**config.mk**
```make
export PLATFORM = sky130hd
export DESIGN_NAME = dec_scan_nch
export DESIGN_NICKNAME = d
export VERILOG_FILES = /design/src/rtl/dec_scan_pkg.sv /design/src/rtl/dec_scan_chan.sv /design/src/rtl/dec_scan_nch.sv
export SDC_FILE = /design/constraint.sdc
export NUM_CORES = 1
export LEC_CHECK = 0
export BUFFER_PORTS_ARGS = -buffer_cell sky130_fd_sc_hd__buf_2
export CAP_MARGIN = 15
export CORE_MARGIN = 3
export CORE_UTILIZATION = 55
export CTS_CLUSTER_SIZE = 12
export DETAILED_ROUTE_END_ITERATION = 12
export PLACE_DENSITY = 0.87
export SYNTH_ARGS = -nofsm -noshare
export SYNTH_HDL_FRONTEND = slang
export SYNTH_SLANG_ARGS = --single-unit
```
**constraint.sdc**
```tcl
create_clock -name CLK -period 3.1 [get_ports CLK]
set_input_delay 0.62 -clock CLK [delete_from_list [all_inputs] [get_ports CLK]]
set_output_delay 0.62 -clock CLK [all_outputs]
set_load 0.005 [all_outputs]
```
**src/rtl/dec_scan_pkg.sv**
```systemverilog
// Shared constants and the active-low one-hot helper for the dec_scan_nch decoder family.
// Optional blanking feature is controlled by the DEC_SCAN_BLANK_EN macro (see dec_scan_chan).
package dec_scan_pkg;

  localparam logic MODE_DIRECT = 1'b0;
  localparam logic MODE_SCAN   = 1'b1;

  // Widest select supported by onehot_low; callers narrow the result with a size cast.
  localparam int unsigned MAX_SEL_W = 32'd8;

  function automatic logic [255:0] onehot_low(input logic [7:0] idx, input int unsigned width);
    logic [255:0] v;
    logic         in_range;
    v        = {256{1'b1}};
    in_range = (width <= MAX_SEL_W) && ({24'd0, idx} < (32'd1 << width));
    v[idx]   = ~in_range;
    return v;
  endfunction

endpackage

```
**src/rtl/dec_scan_chan.sv**
```systemverilog
// One decoder channel: index register, dwell counter and registered active-low outputs.
// With DEC_SCAN_BLANK_EN defined, each scan advance is preceded by one dark cycle.
module dec_scan_chan
  import dec_scan_pkg::*;
#(
  parameter int SEL_W = 2,
  parameter int DIV_W = 8
) (
  input  logic                    clk,
  input  logic                    rst_n,
  input  logic                    g_l,
  input  logic                    mode,
  input  logic [SEL_W-1:0]        sel,
  input  logic [DIV_W-1:0]        div,
  output logic [(2**SEL_W)-1:0]   y_l,
  output logic [SEL_W-1:0]        idx,
  output logic                    wrap
);

  localparam int          NOUT    = 2**SEL_W;
  localparam int unsigned SEL_WU  = SEL_W;
  localparam logic [SEL_W-1:0] IDX_MAX = {SEL_W{1'b1}};

  logic [SEL_W-1:0] idx_r, idx_s, show_s;
  logic [DIV_W-1:0] dwell_r, dwell_s;
  logic [NOUT-1:0]  y_l_r, y_l_s, oh_s;
  logic             wrap_r, wrap_s, dark_s;
  logic [7:0]       idx_ext_s;
`ifdef DEC_SCAN_BLANK_EN
  logic             blank_r, blank_s;
`endif

  // Next-state decision: direct load, frozen, dwell count, (blank) or advance.
  always_comb begin
    idx_s   = idx_r;
    dwell_s = dwell_r;
    wrap_s  = 1'b0;
    show_s  = idx_r;
    dark_s  = 1'b1;
`ifdef DEC_SCAN_BLANK_EN
    blank_s = blank_r;
`endif
    case (mode)
      MODE_DIRECT: begin
        idx_s   = sel;
        dwell_s = {DIV_W{1'b0}};
        show_s  = sel;
        dark_s  = g_l;
`ifdef DEC_SCAN_BLANK_EN
        blank_s = 1'b0;
`endif
      end
      MODE_SCAN: begin
        if (g_l) begin
          dark_s = 1'b1;
`ifdef DEC_SCAN_BLANK_EN
        end else if (blank_r) begin
          idx_s   = idx_r + SEL_W'(1);
          dwell_s = {DIV_W{1'b0}};
          wrap_s  = (idx_r == IDX_MAX);
          blank_s = 1'b0;
          show_s  = idx_r + SEL_W'(1);
          dark_s  = 1'b0;
        end else if (dwell_r >= div) begin
          blank_s = 1'b1;
          dark_s  = 1'b1;
`else
        end else if (dwell_r >= div) begin
          idx_s   = idx_r + SEL_W'(1);
          dwell_s = {DIV_W{1'b0}};
          wrap_s  = (idx_r == IDX_MAX);
          show_s  = idx_r + SEL_W'(1);
          dark_s  = 1'b0;
`endif
        end else begin
          dwell_s = dwell_r + DIV_W'(1);
          dark_s  = 1'b0;
        end
      end
      default: begin
        dark_s = 1'b1;
      end
    endcase
  end

  // Output pattern for whatever index the register will hold (or dark).
  always_comb begin
    idx_ext_s              = 8'd0;
    idx_ext_s[SEL_W-1:0]   = show_s;
    oh_s                   = NOUT'(onehot_low(idx_ext_s, SEL_WU));
    if (dark_s) begin
      y_l_s = {NOUT{1'b1}};
    end else begin
      y_l_s = oh_s;
    end
  end

  // State and output registers.
  always_ff @(posedge clk or negedge rst_n) begin
    if (!rst_n) begin
      idx_r   <= {SEL_W{1'b0}};
      dwell_r <= {DIV_W{1'b0}};
      y_l_r   <= {NOUT{1'b1}};
      wrap_r  <= 1'b0;
`ifdef DEC_SCAN_BLANK_EN
      blank_r <= 1'b0;
`endif
    end else begin
      idx_r   <= idx_s;
      dwell_r <= dwell_s;
      y_l_r   <= y_l_s;
      wrap_r  <= wrap_s;
`ifdef DEC_SCAN_BLANK_EN
      blank_r <= blank_s;
`endif
    end
  end

  assign y_l  = y_l_r;
  assign idx  = idx_r;
  assign wrap = wrap_r;

endmodule

```
**src/rtl/dec_scan_nch.sv**
```systemverilog
// NCH independent registered active-low decoders with direct and scan modes.
// Optional pre-advance blanking is enabled by defining DEC_SCAN_BLANK_EN.
module dec_scan_nch
  import dec_scan_pkg::*;
#(
  parameter int NCH   = 2,
  parameter int SEL_W = 2,
  parameter int DIV_W = 8
) (
  input  logic                         CLK,
  input  logic                         RESET_L,
  input  logic [NCH-1:0]               G_L,
  input  logic [NCH-1:0]               MODE,
  input  logic [NCH*SEL_W-1:0]         SEL,
  input  logic [DIV_W-1:0]             DIV,
  output logic [NCH*(2**SEL_W)-1:0]    Y_L,
  output logic [NCH*SEL_W-1:0]         IDX,
  output logic [NCH-1:0]               WRAP
);

  localparam int NOUT = 2**SEL_W;

  for (genvar c = 0; c < NCH; c++) begin : g_chan
    dec_scan_chan #(
      .SEL_W (SEL_W),
      .DIV_W (DIV_W)
    ) u_chan (
      .clk   (CLK),
      .rst_n (RESET_L),
      .g_l   (G_L[c]),
      .mode  (MODE[c]),
      .sel   (SEL[c*SEL_W +: SEL_W]),
      .div   (DIV),
      .y_l   (Y_L[c*NOUT +: NOUT]),
      .idx   (IDX[c*SEL_W +: SEL_W]),
      .wrap  (WRAP[c])
    );
  end

endmodule

```
# Yosys cells after proc, flatten, opt, wreduce, memory -nomap -nowiden
# Index checks and enable logic that the tools add are counted.
[op_classes]
n_eq_ne = 4
n_addsub = 4
reduce_logical = 2
bitwise = 4
n_mux = 28
magnitude_cmp = 6
[ops]
columns = ["cell", "n"]
rows = [
  ["$mux 8", 4],
  ["$pmux 8 s2", 2],
  ["$lt 2x9->1 const B", 2],
  ["$add 8x1->8 const B", 2],
  ["$ge 8x8->1", 2],
  ["$mux 1", 10],
  ["$mux 2", 4],
  ["$mux 4", 2],
  ["$not 4->4", 2],
  ["$pmux 2 s2", 2],
  ["$add 2x1->2 const B", 2],
  ["$demux 1 s2", 2],
  ["$eq 2x2->1 const B", 2],
  ["$ge 2x1->1 const B", 2],
  ["$ne 2x2->1 const B", 2],
  ["$pmux 1 s2", 2],
  ["$logic_and 1x1->1", 2],
  ["$not 1->1", 2],
]
[word_totals]
elab_cells = 56
out_inout_bits = 14
regBits = 30
in_bits = 18

# Depth between registers and ports, before layout
# Gate-level depths: netlist of the first run.
[logic_depth]
depth_word = 10
ltp_mapped = 7
ltp_nobuf = 7

# By module
# From an unflattened synthesis of the first run, not the netlist that was laid out.
[hier_totals]
hier_cells = 209
hier_area_um2 = 1960.6
[modules_own_cells]
columns = ["module", "seq_area_each_um2", "n_inst", "cells_each", "area_each_um2"]
rows = [
  ["dec_scan_chan at g_chan[0].u_chan", 380.4, 1, 104, 992.2],
  ["dec_scan_chan at g_chan[1].u_chan", 380.4, 1, 105, 968.4],
]

# Worst setup path before layout of the first run
# OpenSTA, ideal clock, no wires.
[synth_timing]
kind = "input to register"
from = "input DIV[0]"
to = "register g_chan[1].u_chan.y_l_r[2]"
t_required_ps = 3012
path_slack_ps = 559
path_stages = 6
t_arrival_ps = 2453
setup_time_ps = 88
n_path_buf = 0
cell_sequence = "ha_1 nand2b_1 a2111o_1 a311o_1 o221a_4 or3b_1"
[synth_between]
elab_chain_cells = 10
elab_cells_between_ends = 11
cone_classes = "order compare (3); mux (6); bitwise (1); reduce/logical (1)"
[synth_lines]
columns = ["item", "line", "text"]
rows = [
  ["from (decl)", "dec_scan_nch.sv:15", "input logic [DIV_W-1:0] DIV,"],
  ["$ge 8x8->1 (*)", "dec_scan_chan.sv:68", "end else if (dwell_r >= div) begin"],
  ["$mux 2 (*)", "dec_scan_chan.sv:68", ""],
  ["$mux 2 (*)", "-", ""],
  ["$pmux 2 s2 (*)", "dec_scan_chan.sv:43", "case (mode)"],
  ["$lt 2x9->1 (implied by the code) / $ge 2x1->1 (equally long branches)", "dec_scan_pkg.sv:16", "v[idx] = ~in_range;"],
  ["$logic_and 1x1->1 (implied by the code)", "dec_scan_pkg.sv:16", ""],
  ["$mux 1 (implied by the code)", "dec_scan_pkg.sv:16", ""],
  ["$demux 1 s2 (*)", "-", ""],
  ["$not 4->4 (no line) (*)", "-", ""],
  ["$mux 4 (*)", "dec_scan_chan.sv:91", "if (dark_s) begin"],
  ["named net g_chan[1].u_chan.y_l_s[2]", "dec_scan_chan.sv:26", "logic [NOUT-1:0] y_l_r, y_l_s, oh_s;"],
  ["to (signal assigned)", "dec_scan_chan.sv:103", "y_l_r <= {NOUT{1'b1}};"],
  ["to (signal assigned)", "dec_scan_chan.sv:111", "y_l_r <= y_l_s;"],
  ["to (decl)", "dec_scan_chan.sv:26", ""],
]
# The timed path passes the listed nets; every way through them passes the cells marked *.
# A chain may end at the register's enable or synchronous reset.

# Final worst setup path of the first run
[layout_timing]
from = "register g_chan[1].u_chan.dwell_r[0]"
to = "register g_chan[1].u_chan.y_l_r[2]"
[layout_between]
elab_chain_cells = 10
elab_cells_between_ends = 11
cone_classes = "order compare (3); mux (6); bitwise (1); reduce/logical (1)"
[layout_lines]
columns = ["item", "line", "text"]
rows = [
  ["from (decl)", "dec_scan_chan.sv:25", "logic [DIV_W-1:0] dwell_r, dwell_s;"],
  ["from (signal assigned)", "dec_scan_chan.sv:102", "dwell_r <= {DIV_W{1'b0}};"],
  ["from (signal assigned)", "dec_scan_chan.sv:110", "dwell_r <= dwell_s;"],
  ["$ge 8x8->1 (*)", "dec_scan_chan.sv:68", ""],
  ["$mux 2 (*)", "dec_scan_chan.sv:68", ""],
  ["$mux 2 (*)", "-", ""],
  ["$pmux 2 s2 (*)", "dec_scan_chan.sv:43", ""],
  ["$lt 2x9->1 (implied by the code) / $ge 2x1->1 (equally long branches)", "dec_scan_pkg.sv:16", ""],
  ["$logic_and 1x1->1 (implied by the code)", "dec_scan_pkg.sv:16", ""],
  ["$mux 1 (implied by the code)", "dec_scan_pkg.sv:16", ""],
  ["$demux 1 s2 (*)", "-", ""],
  ["$not 4->4 (no line) (*)", "-", ""],
  ["$mux 4 (*)", "dec_scan_chan.sv:91", ""],
  ["named net g_chan[1].u_chan.y_l_s[2]", "dec_scan_chan.sv:26", ""],
]
# Marked as above.

==> results of run 1 <==
[worst reg2reg max path: cells and delay by family, from the launching register on]
kind | cells | cell delay (ps)
AOI/OAI and AO/OA | 3 | 1170
and+or+nand+nor | 2 | 520
DFF | 1 | 430
adders and majority gates | 1 | 270
buffers and inverters | 1 | 90
[power breakdown]
part           total (mW)  internal [mW]  leakage (nW)  switching, mW
clock               0.242          0.110        0.0353          0.132
sequential          0.431          0.414         0.377         0.0166
combinational       0.138         0.0585         0.632         0.0794
total               0.811          0.582          1.04          0.228
[logic make-up (layout without fill, tap and decap cells)]
logic type | after synthesis | in the layout | synth area share, %
AOI/OAI and AO/OA | 46 | 46 | 17.5
xor gates and xnor gates | 10 | 10 | 4.60
adders and majority gates | 20 | 20 | 13.1
buffers and inverters | 24 | 58 | 5.13
DFF | 30 | 30 | 40.0
muxes | 1 | 1 | 0.526
and+or+nand+nor | 71 | 71 | 19.1
[state kept, by name, indices dropped and copies added (netlist names)]
register and flops:
g_chan.u_chan.y_l 8, g_chan.u_chan.idx 4, g_chan.u_chan.dwell_r 16, g_chan.u_chan.wrap 2
[layer usage]
layer	track usage [%]	wire, um
met1	24.6	1650
met4	6.33	49
met5	0	0
met3	5.72	212
met2	30.3	1750
[worst min-delay path by stage]
| stage | slack (ps) | start | end |
|---|---|---|---|
| after floorplan | 320 | RESET_L | g_chan[0].u_chan.dwell_r[0]$_DFFE_PN0P_ |
| after global placement | 520 | g_chan[0].u_chan.dwell_r[1]$_DFFE_PN0P_ | g_chan[0].u_chan.dwell_r[1]$_DFFE_PN0P_ |
| after detailed placement | 530 | g_chan[0].u_chan.dwell_r[0]$_DFFE_PN0P_ | g_chan[0].u_chan.dwell_r[0]$_DFFE_PN0P_ |
| after CTS | 320 | RESET_L | g_chan[1].u_chan.dwell_r[0]$_DFFE_PN0P_ |
| after global routing | 340 | RESET_L | g_chan[1].u_chan.dwell_r[0]$_DFFE_PN0P_ |
| final | 300 | RESET_L | g_chan[1].u_chan.dwell_r[0]$_DFFE_PN0P_ |
[cell type report]
class / instances / area (um2) / share of cell area, %
Clock buffer: 7 / 55.1 / 2.56
Clock inverter: 1 / 5.00 / 0.233
Inverter: 18 / 67.6 / 3.14
Multi-Input combinational cell: 148 / 1040 / 48.6
Sequential cell: 30 / 761 / 35.4
Tap cell: 44 / 55.1 / 2.56
Timing Repair Buffer: 32 / 163 / 7.56
[per-stage QoR]
stage	power (mW)	worst slack [ps]	hold slack, ps	std cells	utilization (%)
2_1_floorplan	0.524	559	324	202	-
3_3_place_gp	0.572	361	518	272	65.8
3_5_place_dp	0.577	324	534	272	65.8
4_1_cts	0.819	546	316	280	67.7
5_1_grt	0.863	437	344	280	67.7
6_report	0.811	543	301	280	67.7
[synthesized netlist by cell type (5+ instances only)]
master | n | area share, %
nand2b_1 | 5 | 1.6
nand2_1 | 11 | 2.2
xor2_1 | 5 | 2.3
dfstp_2 | 8 | 11
o21ai_0 | 8 | 2.1
xnor2_1 | 5 | 2.3
inv_1 | 18 | 3.6
nor2_1 | 19 | 3.7
ha_1 | 20 | 13
nand3_1 | 14 | 3.7
dfrtp_1 | 22 | 29
a21oi_1 | 12 | 3.2
==> metrics.txt, run 1 <==
outcome=finished, final reports clean; CTS resizes=0; Post-DRT Antenna Nets=0; Buffers & Inverters on Critical Path=1; # Post-CTS Setup Buffers=0; Max stage delay cell, worst path=a2111o_1; CP cell instances=inv_1 > ha_1 > nand2b_1 > a2111o_1 > a311o_1 > o221a_4 > or3b_1; Fill cells=266; wire length of the first global-routing pass=6120 um; Port Buffers=31; PwrDens=377 nW/um2; setup slack, reg-to-reg=540 ps; Critical Path RT=3340 ps; Routed WL=3660 um; htree depth=2; Max Clock Skew=8.03 ps; RSZ-0062 raised after global routing=no; Ports=32; commonest non-fill, non-tap cell in the layout=buf_2; Avg Inst Size Synth=9.42 um2; dominant synthesized flop cell=dfrtp_1; Setup TNS Final=0 ps; Syn Inst Count=202; Initial Util=59.9%; Clock Path Buffers=2; nets@finish=273; largest net degree at the start of global routing=31; crit path to=g_chan[1].u_chan.y_l[2]$_DFF_PN1_; DIE AREA=4200 um2; Final GP Congestion=0.875; crit path launch=g_chan[1].u_chan.dwell_r[0]$_DFFE_PN0P_; Final HPWL DP=2820 um; Final setup viols=0; vias in the first global route=1374; Critical Path End Type=flip-flop; most frequent cells in the layout=31 x buf_2, 22 x dfrtp_1, 20 x ha_1; Peak VDD IR=208 uV; Hold Buf Count CTS=0; Root Driver=clkbuf_4; critical path start-end classification=reg -> reg; fin crit period=2560 ps; slowest stage delay, CP=470 ps; Clock Sinks=30; WP data arrival=2800 ps; EDFF count, synth=0; ANT cells=0; via count=1543; Ys Warns=0; Hold WC Path Type=in -> async; die height=64.8 um; r2r startpoint=g_chan[1].u_chan.dwell_r[0]$_DFFE_PN0P_; Least-Margin Pin Slew=636 ps; area added between synthesis and finish=13.0%; Max-Cap Viols=0; critical path's top delay family=compound AO/OA/AOI/OAI gates; Seq cells post-synth=30; drt pass-1 iters=4; clock latency on the worst-skew pair=330 ps; share of cells above drive strength 1=21.2%; design area=2150 um2; leakage=1.04 nW; startpoint types=flip-flop; DRC=0; Hold Vio Cnt, Final=0; Max-slew headroom=57.6%; CTS tree=built; GRT Overall Usage=19.0%; area post-placement=2090 um2; Slew Viols, Final=0; row count=20; die width=64.8 um; Worst R2R Path Depth=7; CTS buffer count=5; initial antenna violation count=0; GR Overflow Total=0; WL/cell=13.1 um; area of the core=3180 um2; synthesized area=1900 um2; worst-path fanout max=5; asr flop ratio synth=100%; Clock Pin Slew Worst Setup and Hold Paths=90 ps; R2R Path End=g_chan[1].u_chan.y_l[2]$_DFF_PN1_; routed vias/inst=5.51; library cells used by synthesis=43; Fmax achieved=391 MHz; drt first-iter violations=143; syn nets=240; sequential fraction of the synthesis area=40.0%; Tcrit/Tclk final=82.5%; Stages on worst setup path=7
Power figures use the tool's default switching activity.
==> run 2: changes to the inputs <==
- CORE_UTILIZATION: 55 -> 50
- PLACE_DENSITY: 0.87 -> 0.84
- clock period: 3.1 -> 2.2 ns (I/O delays scaled with it)
==> run 2 against run 1 <==
The flow now finishes with violations (negative setup slack); sequential share of layout area decreased by 3.6 points; routed wire length is 18% higher; core utilization rose by 0.85 points; critical path type unchanged; largest cell class unchanged.
==> metrics.txt, run 2 (synthesis results as in run 1) <==
setup slack, reg-to-reg=-20 ps; largest net degree at the start of global routing=31; GRT Overall Usage=20.8%; Max stage delay cell, worst path=a2111o_1; Routed WL=4300 um; crit path launch=g_chan[1].u_chan.dwell_r[0]$_DFFE_PN0P_; nets@finish=292; worst-path fanout max=3; Slew Viols, Final=0; r2r startpoint=g_chan[1].u_chan.dwell_r[0]$_DFFE_PN0P_; Clock Pin Slew Worst Setup and Hold Paths=70 ps; die height=67.7 um; drt pass-1 iters=4; Initial Util=54.5%; top sig layer=met4; Critical Path End Type=flip-flop; Hold Vio Cnt, Final=0; slowest stage delay, CP=410 ps; design area=2390 um2; dpl cells=291; commonest non-fill, non-tap cell in the layout=buf_2; row count=21; RSZ-0062 raised after global routing=yes; Max Clock Skew=4.19 ps; Setup WS post-layout=-23.8 ps; Clock Sinks=30; Tcrit/Tclk final=101%; Least-Margin Pin Slew=681 ps; area post-placement=2240 um2; htree depth=2; leakage=1.17 nW; GR Overflow Total=0; Critical Path RT=2410 ps; Max-Cap Viols=0; routed wire length on met2=2100 um; Final setup viols=2; Root Driver=clkbuf_8; Met3 Wirelength=267 um; CTS buffer count=5; CP cell instances=inv_2 > ha_4 > nand2b_4 > a2111o_1 > a311o_1 > o221a_4 > or3b_1; Clock Path Buffers=2; DIE AREA=4580 um2; Cell Count, Final, Fillers Out=301; WP data arrival=2430 ps; DRC=0; clock latency on the worst-skew pair=280 ps; Port Buffers=31; initial antenna violation count=0; startpoint types=flip-flop; WL/cell=14.3 um; failing checks=negative setup slack; PwrDens=550 nW/um2; Fmax achieved=450 MHz; drt first-iter violations=104; outcome=finished, violations left; max reg flops=16; routed vias/inst=5.57; vias in the first global route=1591; CTS tree=built; Post-DRT Antenna Nets=0; fin crit period=2220 ps; Worst R2R Path Depth=7; Hold WC Path Type=in -> async; Final GP Congestion=0.834; Reg with most FFs=g_chan.u_chan.dwell_r; die width=67.7 um; area of the core=3490 um2; ANT cells=0; Hold Buf Count CTS=0; wire length on met1=1830 um; most frequent cells in the layout=31 x buf_2, 22 x dfrtp_1, 20 x buf_4; wire length of the first global-routing pass=6930 um; critical path start-end classification=reg -> reg; Peak VDD IR=307 uV; Final HPWL DP=3110 um; Max-slew headroom=54.6%; Ports=32; area added between synthesis and finish=25.8%; share of cells above drive strength 1=31.4%; via count=1676
## run 2: cell count changes in the layout (fill, tap and decap cells not counted), sizes merged
cell / change
buf: +19
clkbuf: -1
clkinvlp: +1
## run 2: final cells by class
cell class / instances / area, um2
timing repair buffer: 51 / 305
inverter: 18 / 67.6
clock buffer: 6 / 82.6
sequential: 30 / 761
fill: 272 / 1100
clock inverter: 2 / 12.5
tap: 46 / 57.6
multi-input combinational: 148 / 1110
## run 2: power breakdown
part | switching (mW) | internal, mW | leakage (nW)
Clock | 0.217 | 0.251 | 0.0472
Sequential | 0.0200 | 0.584 | 0.377
Combinational | 0.132 | 0.113 | 0.749
## run 2: routing by layer
metal  up-vias  track usage, %
li1        823               -
met1       796            25.1
met5         -               0
met2        48            33.9
met3         9            4.83
met4         0            11.4
## run 2: critical path: cells and delay by family (launching register included)
kind                     cells  cell delay, ps
AO/OA/AOI/OAI                3            1030
AND/OR/NAND/NOR              2             470
flip-flops                   1             390
adder cells (fa/ha/maj)      1             190
buffers and inverters        1              80
## run 2: path summary, 6_finish.rpt
| path | end |
|---|---|
| min reg2reg | g_chan[0].u_chan.dwell_r[1]$_DFFE_PN0P_ |
| max reg2reg | g_chan[1].u_chan.y_l[3]$_DFF_PN1_ |
| min in group CLK | g_chan[0].u_chan.y_l[2]$_DFF_PN1_ |
| min | g_chan[1].u_chan.idx[1]$_DFF_PN0_ |
| max | g_chan[1].u_chan.y_l[3]$_DFF_PN1_ |
| max in group asynchronous | g_chan[1].u_chan.dwell_r[3]$_DFFE_PN0P_ |
## run 2: through the flow
step | util [%] | worst slack [ps] | hold slack (ps) | TNS [ps] | power, mW
CTS | 67.4 | -81.6 | 206 | -261 | 1.32
global route | 68.5 | -93.3 | 226 | -272 | 1.39
detailed placement | 64.1 | -233 | 518 | -2250 | 0.843
global placement | 64.1 | -226 | 507 | -1640 | 0.835
floorplan | - | -26.3 | 144 | -52.5 | 0.744
finish | 68.5 | -23.8 | 189 | -46.8 | 1.32
## run 2: timing repair
item,CTS,global route
buffers inserted,1,2
setup endpoints to repair,4,17
pin swaps,1,5
gates resized for setup,2,11
